### config.mk
export PLATFORM = sky130hd
export DESIGN_NAME = writeback_arbiter
export DESIGN_NICKNAME = d
export VERILOG_FILES = /design/src/rtl/writeback_arbiter_pkg.sv /design/src/rtl/writeback_arbiter_wb_fifo.sv /design/src/rtl/writeback_arbiter.sv
export SDC_FILE = /design/constraint.sdc
export NUM_CORES = 1
export LEC_CHECK = 0
export CAP_MARGIN = 20
export CORE_MARGIN = 2
export CORE_UTILIZATION = 45
export CTS_CLUSTER_DIAMETER = 120
export DETAILED_ROUTE_END_ITERATION = 6
export HOLD_SLACK_MARGIN = 0.12
export PLACE_DENSITY = 0.78
export SKIP_CTS_REPAIR_TIMING = 1
export SLEW_MARGIN = 10
export SYNTH_ARGS = -nofsm -noshare
export SYNTH_HDL_FRONTEND = slang
export SYNTH_SLANG_ARGS = --single-unit
### constraint.sdc
create_clock -name clk -period 8.1 [get_ports clk]
set_input_delay 1.62 -clock clk [delete_from_list [all_inputs] [get_ports clk]]
set_output_delay 1.62 -clock clk [all_outputs]
set_load 0.01 [all_outputs]
### src/rtl/writeback_arbiter_pkg.sv
// writeback_arbiter_pkg: shared widths, transfer types and helpers for the writeback arbiter
package writeback_arbiter_pkg;
  localparam int XLEN = 32;
  localparam int NREG = 32;
  typedef logic [4:0] reg_addr_t;
  typedef struct packed {
    logic            wren;
    reg_addr_t       waddr;
    logic [XLEN-1:0] wdata;
  } register_write_in_type;
  typedef struct packed {
    logic            valid;
    reg_addr_t       waddr;
    logic [XLEN-1:0] wdata;
  } writeback_fast_in_type;
  typedef struct packed {
    logic            valid;
    reg_addr_t       waddr;
    logic [XLEN-1:0] wdata;
  } writeback_slow_in_type;
  typedef struct packed {
    logic                  fast_ready;
    logic                  slow_ready;
    logic                  hazard;
    logic [NREG-1:0]       busy;
    register_write_in_type port;
  } writeback_out_type;
  function automatic logic [NREG-1:0] reg_bit(input reg_addr_t a);
    reg_bit = '0;
    reg_bit[a] = 1'b1;
  endfunction
endpackage

### src/rtl/writeback_arbiter_wb_fifo.sv
// wb_fifo: DEPTH-entry synchronous FIFO of {waddr, wdata} pairs with wrapping pointers
module wb_fifo
  import writeback_arbiter_pkg::*;
#(
  parameter int DEPTH = 4
) (
  input  logic            clk,
  input  logic            rst,
  input  logic            push,
  input  logic            pop,
  input  logic [4:0]      push_addr,
  input  logic [XLEN-1:0] push_data,
  output logic [4:0]      head_addr,
  output logic [XLEN-1:0] head_data,
  output logic            full,
  output logic            empty
);
  localparam int AW = $clog2(DEPTH);
  logic [AW-1:0] rptr, wptr;
  logic [AW:0] count;
  logic [4:0] mem_addr [DEPTH];
  logic [XLEN-1:0] mem_data [DEPTH];
  assign full = count == (AW+1)'(DEPTH);
  assign empty = count == '0;
  assign head_addr = mem_addr[rptr];
  assign head_data = mem_data[rptr];
  always_ff @(posedge clk) begin
    if (!rst) begin
      rptr <= '0;
      wptr <= '0;
      count <= '0;
    end else begin
      rptr <= rptr + AW'(pop);
      wptr <= wptr + AW'(push);
      count <= count + (AW+1)'(push) - (AW+1)'(pop);
    end
  end
  always_ff @(posedge clk) begin
    if (push) begin
      mem_addr[wptr] <= push_addr;
      mem_data[wptr] <= push_data;
    end
  end
endmodule

### src/rtl/writeback_arbiter.sv
// writeback_arbiter: merges fast ALU and buffered slow results onto the register-file write port
// with a busy scoreboard; define WB_FORWARD_EN to add write-port forwarding to decode sources.
module writeback_arbiter
  import writeback_arbiter_pkg::*;
#(
  parameter int DEPTH = 4,
  parameter int STARVE_LIMIT = 4
) (
  input  logic            clk,
  input  logic            rst,
  input  logic            fast_valid,
  output logic            fast_ready,
  input  logic [4:0]      fast_waddr,
  input  logic [XLEN-1:0] fast_wdata,
  input  logic            slow_valid,
  output logic            slow_ready,
  input  logic [4:0]      slow_waddr,
  input  logic [XLEN-1:0] slow_wdata,
  input  logic            issue_valid,
  input  logic [4:0]      issue_waddr,
  input  logic            rden1,
  input  logic            rden2,
  input  logic            rden3,
  input  logic [4:0]      raddr1,
  input  logic [4:0]      raddr2,
  input  logic [4:0]      raddr3,
  output logic            hazard,
  output logic [31:0]     busy,
  output logic            wren,
  output logic [4:0]      waddr,
  output logic [XLEN-1:0] wdata
`ifdef WB_FORWARD_EN
  ,
  output logic            fwd1,
  output logic            fwd2,
  output logic [XLEN-1:0] fwd_data1,
  output logic [XLEN-1:0] fwd_data2
`endif
);
  localparam int SW = $clog2(STARVE_LIMIT + 1);
  writeback_fast_in_type fast;
  writeback_slow_in_type slow;
  writeback_out_type res;
  logic full, empty, push, pop, throttle, fast_ok, slow_ok, use_fast;
  logic [4:0] head_addr, sel_addr;
  logic [XLEN-1:0] head_data;
  logic [SW-1:0] starve;
  logic [NREG-1:0] busy_q, clr, set, live;
  assign fast = {fast_valid, fast_waddr, fast_wdata};
  assign slow = {slow_valid, slow_waddr, slow_wdata};
  assign throttle = !empty && starve == SW'(STARVE_LIMIT);
  assign fast_ok = rst && !throttle;
  assign slow_ok = rst && !full;
  assign use_fast = fast.valid && fast_ok;
  assign push = slow.valid && slow_ok;
  assign pop = rst && !use_fast && !empty;
  assign sel_addr = use_fast ? fast.waddr : head_addr;
  assign clr = pop ? reg_bit(head_addr) : '0;
  assign set = (issue_valid && issue_waddr != '0) ? reg_bit(issue_waddr) : '0;
`ifdef WB_FORWARD_EN
  // a source whose producer is on the port this cycle is satisfied by forwarding
  assign live = busy_q & ~clr;
`else
  assign live = busy_q;
`endif
  wb_fifo #(.DEPTH(DEPTH)) u_fifo (
    .clk(clk), .rst(rst), .push(push), .pop(pop),
    .push_addr(slow.waddr), .push_data(slow.wdata),
    .head_addr(head_addr), .head_data(head_data),
    .full(full), .empty(empty)
  );
  always_comb begin
    res.fast_ready = fast_ok;
    res.slow_ready = slow_ok;
    res.busy = busy_q;
    res.hazard = rst && ((rden1 && live[raddr1]) || (rden2 && live[raddr2]) || (rden3 && busy_q[raddr3]));
    res.port.waddr = sel_addr;
    res.port.wdata = use_fast ? fast.wdata : head_data;
    res.port.wren = (use_fast || pop) && sel_addr != '0;
  end
  assign fast_ready = res.fast_ready;
  assign slow_ready = res.slow_ready;
  assign hazard = res.hazard;
  assign busy = res.busy;
  assign wren = res.port.wren;
  assign waddr = res.port.waddr;
  assign wdata = res.port.wdata;
`ifdef WB_FORWARD_EN
  assign fwd1 = rden1 && res.port.wren && res.port.waddr == raddr1;
  assign fwd2 = rden2 && res.port.wren && res.port.waddr == raddr2;
  assign fwd_data1 = res.port.wdata;
  assign fwd_data2 = res.port.wdata;
`endif
  always_ff @(posedge clk) begin
    if (!rst) begin
      starve <= '0;
      busy_q <= '0;
    end else begin
      starve <= (empty || pop) ? '0 : starve + 1'b1;
      busy_q <= (busy_q & ~clr) | set;
    end
  end
endmodule

==> flow_metrics.py <==
metrics = {
    "setup_path": {
        "path_delay_family": "buffers and inverters",
        "worstPathCellList": "clkdlybuf4s50_1 -> buf_4 -> nand2_1 -> or3_1 -> a311oi_1 -> nor4_1 -> o211ai_1 -> clkdlybuf4s50_1",
        "path_buf_inv": 3,
        "worstSetupPathType": "in -> out",
        "path_max_fanout": 40,
        "cp-end-kind": "primary output",
        "r2r_end": "busy[10]",
        "slowest_delay_ns": 0.59,
        "worstPathRequired_ns": 6.48,
        "slowest_stage": "clkdlybuf4s50_1",
        "rr_worst_depth": 6,
        "arrival_ns": 4.18,
        "crit_top_cell": "clkdlybuf4s50_1",
        "r2r-start": "u_fifo.rptr[0]",
        "r2r_slack_ns": 5.28,
        "cp-start-kind": "input port",
    },
    "cts": {
        "clockRootBuffer": "clkbuf_16",
        "clockBufferDepth": 2,
        "path_clk_slew_ns": 0.07,
        "cts_tree": "done",
        "insertion_delay_ns": 0.42,
        "clock-sinks": 190,
        "numCtsBuffers": 17,
        "htreeDepth": 4,
    },
    "yosys": {
        "syn_area_um2": 8520,
        "syn_inst": 522,
        "yosys.area_share.xor_xnor": 0.00514,
        "yosysSeqAreaShare": 0.621,
        "synth_top_family_by_area": "multiplexers",
        "synth_top_area_frac": 0.522,
        "synth_simple_gate_area_frac": 0.0649,
        "avgSynthCellArea_um2": 16.3,
        "synth_area_leaders": "edfxtp_1 (52%), mux4_2 (16%), dfxtp_1 (9.9%)",
        "synth_cell_types": 43,
        "yosys_warnings": 0,
        "synth_fp_nets": 631,
        "synth_adder_area_share": 0.0112,
        "yosysTopAreaCell": "edfxtp_1",
        "synth_mux_area_frac": 0.222,
        "ys_ff_latch": 190,
        "synth_compound_area_frac": 0.0547,
    },
    "timing": {
        "maxSlewHeadroom": 0.293,
        "skew_ns": 0.00635,
        "min_period_ns": 5.80,
        "rsz0062_at_grt": "no",
        "setup_violations": 0,
        "fin_crit_sh": 0.716,
        "clock.fmax_ghz": 0.173,
        "worst_slack_ns": 2.30,
        "setup_tns_ns": 0,
        "whs_ns": 0.462,
        "hold_viol": 0,
        "drv_slew": 0,
        "worst_slew_pin_slew_ns": 1.06,
    },
    "grt": {
        "grt_pass1_vias": 5679,
        "overflow": 0,
        "track_usage": 0.208,
        "grt_max_degree": 41,
        "grt_pass1_wl_um": 31600,
        "antenna_found_initial": 1,
    },
    "min_path": {
        "holdPathStages": 1,
        "min_to": "starve[0]",
        "hold_path.class": "reg -> reg",
        "min_from": "starve[0]",
    },
    "floorplan": {
        "coreArea_um2": 18600,
        "ioPinCount": 175,
        "rows": 50,
        "die_y_um": 142,
        "die_area_um2": 20000,
        "start_util": 0.457,
        "dieWidth_um": 142,
    },
    "drt": {
        "ant_nets": 0,
        "drc": 0,
        "wl_per_cell_um": 21.4,
        "drt_iter0_markers": 492,
        "dr.pass1.iters": 5,
        "viasPerCell": 5.97,
        "routed_wl_um": 20000,
        "num_vias": 5588,
    },
    "pwr": {
        "p_per_area_nw_per_um2": 211,
        "peakVddDrop_mv": 0.158,
        "p_leak_nw": 3.56,
    },
    "final_layout": {
        "postLayoutCellArea_um2": 11000,
        "nets": 797,
        "area_growth_pct": 29.4,
        "layout-drive-gt1-share": 0.203,
    },
    "run": {
        "max-cap-violations": 0,
    },
    "placement": {
        "numPortBuffers": 174,
        "dpl.hpwl_um": 13200,
        "place_ws_ns": 2.36,
        "routabilityCongestion": 0.907,
        "placed_cell_area_um2": 10500,
    },
    "run_status": {
        "status": "completed",
    },
}
## logic make-up after synthesis
logic type	after synthesis
XOR/XNOR	5
adder cells (fa/ha/maj)	7
AND/OR/NAND/NOR	107
buffers and inverters	45
multiplexers	110
AO/OA/AOI/OAI	58
flip-flops	190
## registers in the layout, summed over array words and instances, names as in the netlist
register         count
starve               3
u_fifo.rptr          2
busy                32
u_fifo.wptr          2
u_fifo.mem_data    128
u_fifo.count         3
u_fifo.mem_addr     20
## layout make-up
class | count | area (um2)
Clock inverter | 14 | 111
Tap cell | 234 | 293
Clock buffer | 18 | 429
Multi-Input combinational cell | 287 | 3060
Timing Repair Buffer | 180 | 1790
Fill cell | 1394 | 7620
Antenna cell | 1 | 2.50
Inverter | 12 | 45.0
Sequential cell | 190 | 5290
## per-stage QoR
step                total power, mW   util  instances
detailed placement             1.58  0.562        903
global route                   2.41  0.591        935
finish                         2.32  0.591        936
CTS                            2.34  0.591        935
global placement               1.57  0.562        903
floorplan                      1.39      -        522
## worst max path at each step
stage / from / end / slack, ns / cells past startpoint
final: rst / hazard / 2.30 / 8
after global routing: rst / hazard / 2.15 / 8
after CTS: rst / hazard / 2.35 / 8
after detailed placement: rst / hazard / 2.36 / 8
after global placement: raddr3[0] / hazard / 2.40 / 7
after floorplan: rst / u_fifo.mem_addr[2][0] / 2.56 / 5
## synthesized netlist by cell type (all sizes together)
master	n
a2111oi	2
a211oi	2
a221oi	1
a311oi	1
a31oi	1
a32o	16
and2	8
and3	3
and4	1
buf	14
clkbuf	19
dfxtp	42
edfxtp	148
fa	1
ha	6
inv	12
mux2	38
mux2i	13
mux4	59
nand2	30
nand2b	5
nand3	9
nand3b	2
nand4	2
nor2	15
nor2b	9
nor3	10
nor3b	2
nor4	3
nor4b	3
o211a	1
o211ai	18
o21ai	14
o22ai	1
o41ai	1
or3	5
xnor2	5
## placed cells by master, fill, tap and decap left out, drive strengths merged, types with 8 or more instances in the layout
cell             n
nand3            9
nor3            10
edfxtp         148
dfxtp           42
a32o            16
o211ai          18
mux4            59
clkdlybuf4s50  174
o21ai           14
nor2b            9
nor2            15
and2             8
mux2            38
clkbuf          18
mux2i           13
inv             17
nand2           30
## power breakdown
part | switching, mW | total (mW) | internal, mW
logic | 0.206 | 0.449 | 0.244
registers | 0.0210 | 1.11 | 1.09
clock network | 0.364 | 0.762 | 0.398
## routing by layer
metal  share of wire  global-route usage  vias up
li1                -                   -     2447
met1            0.41               0.277     2764
met5               0                   0        -
met3            0.10              0.0597       31
met2            0.47               0.330      346
met4           0.016              0.0705        0
Power figures use the tool's default switching activity.
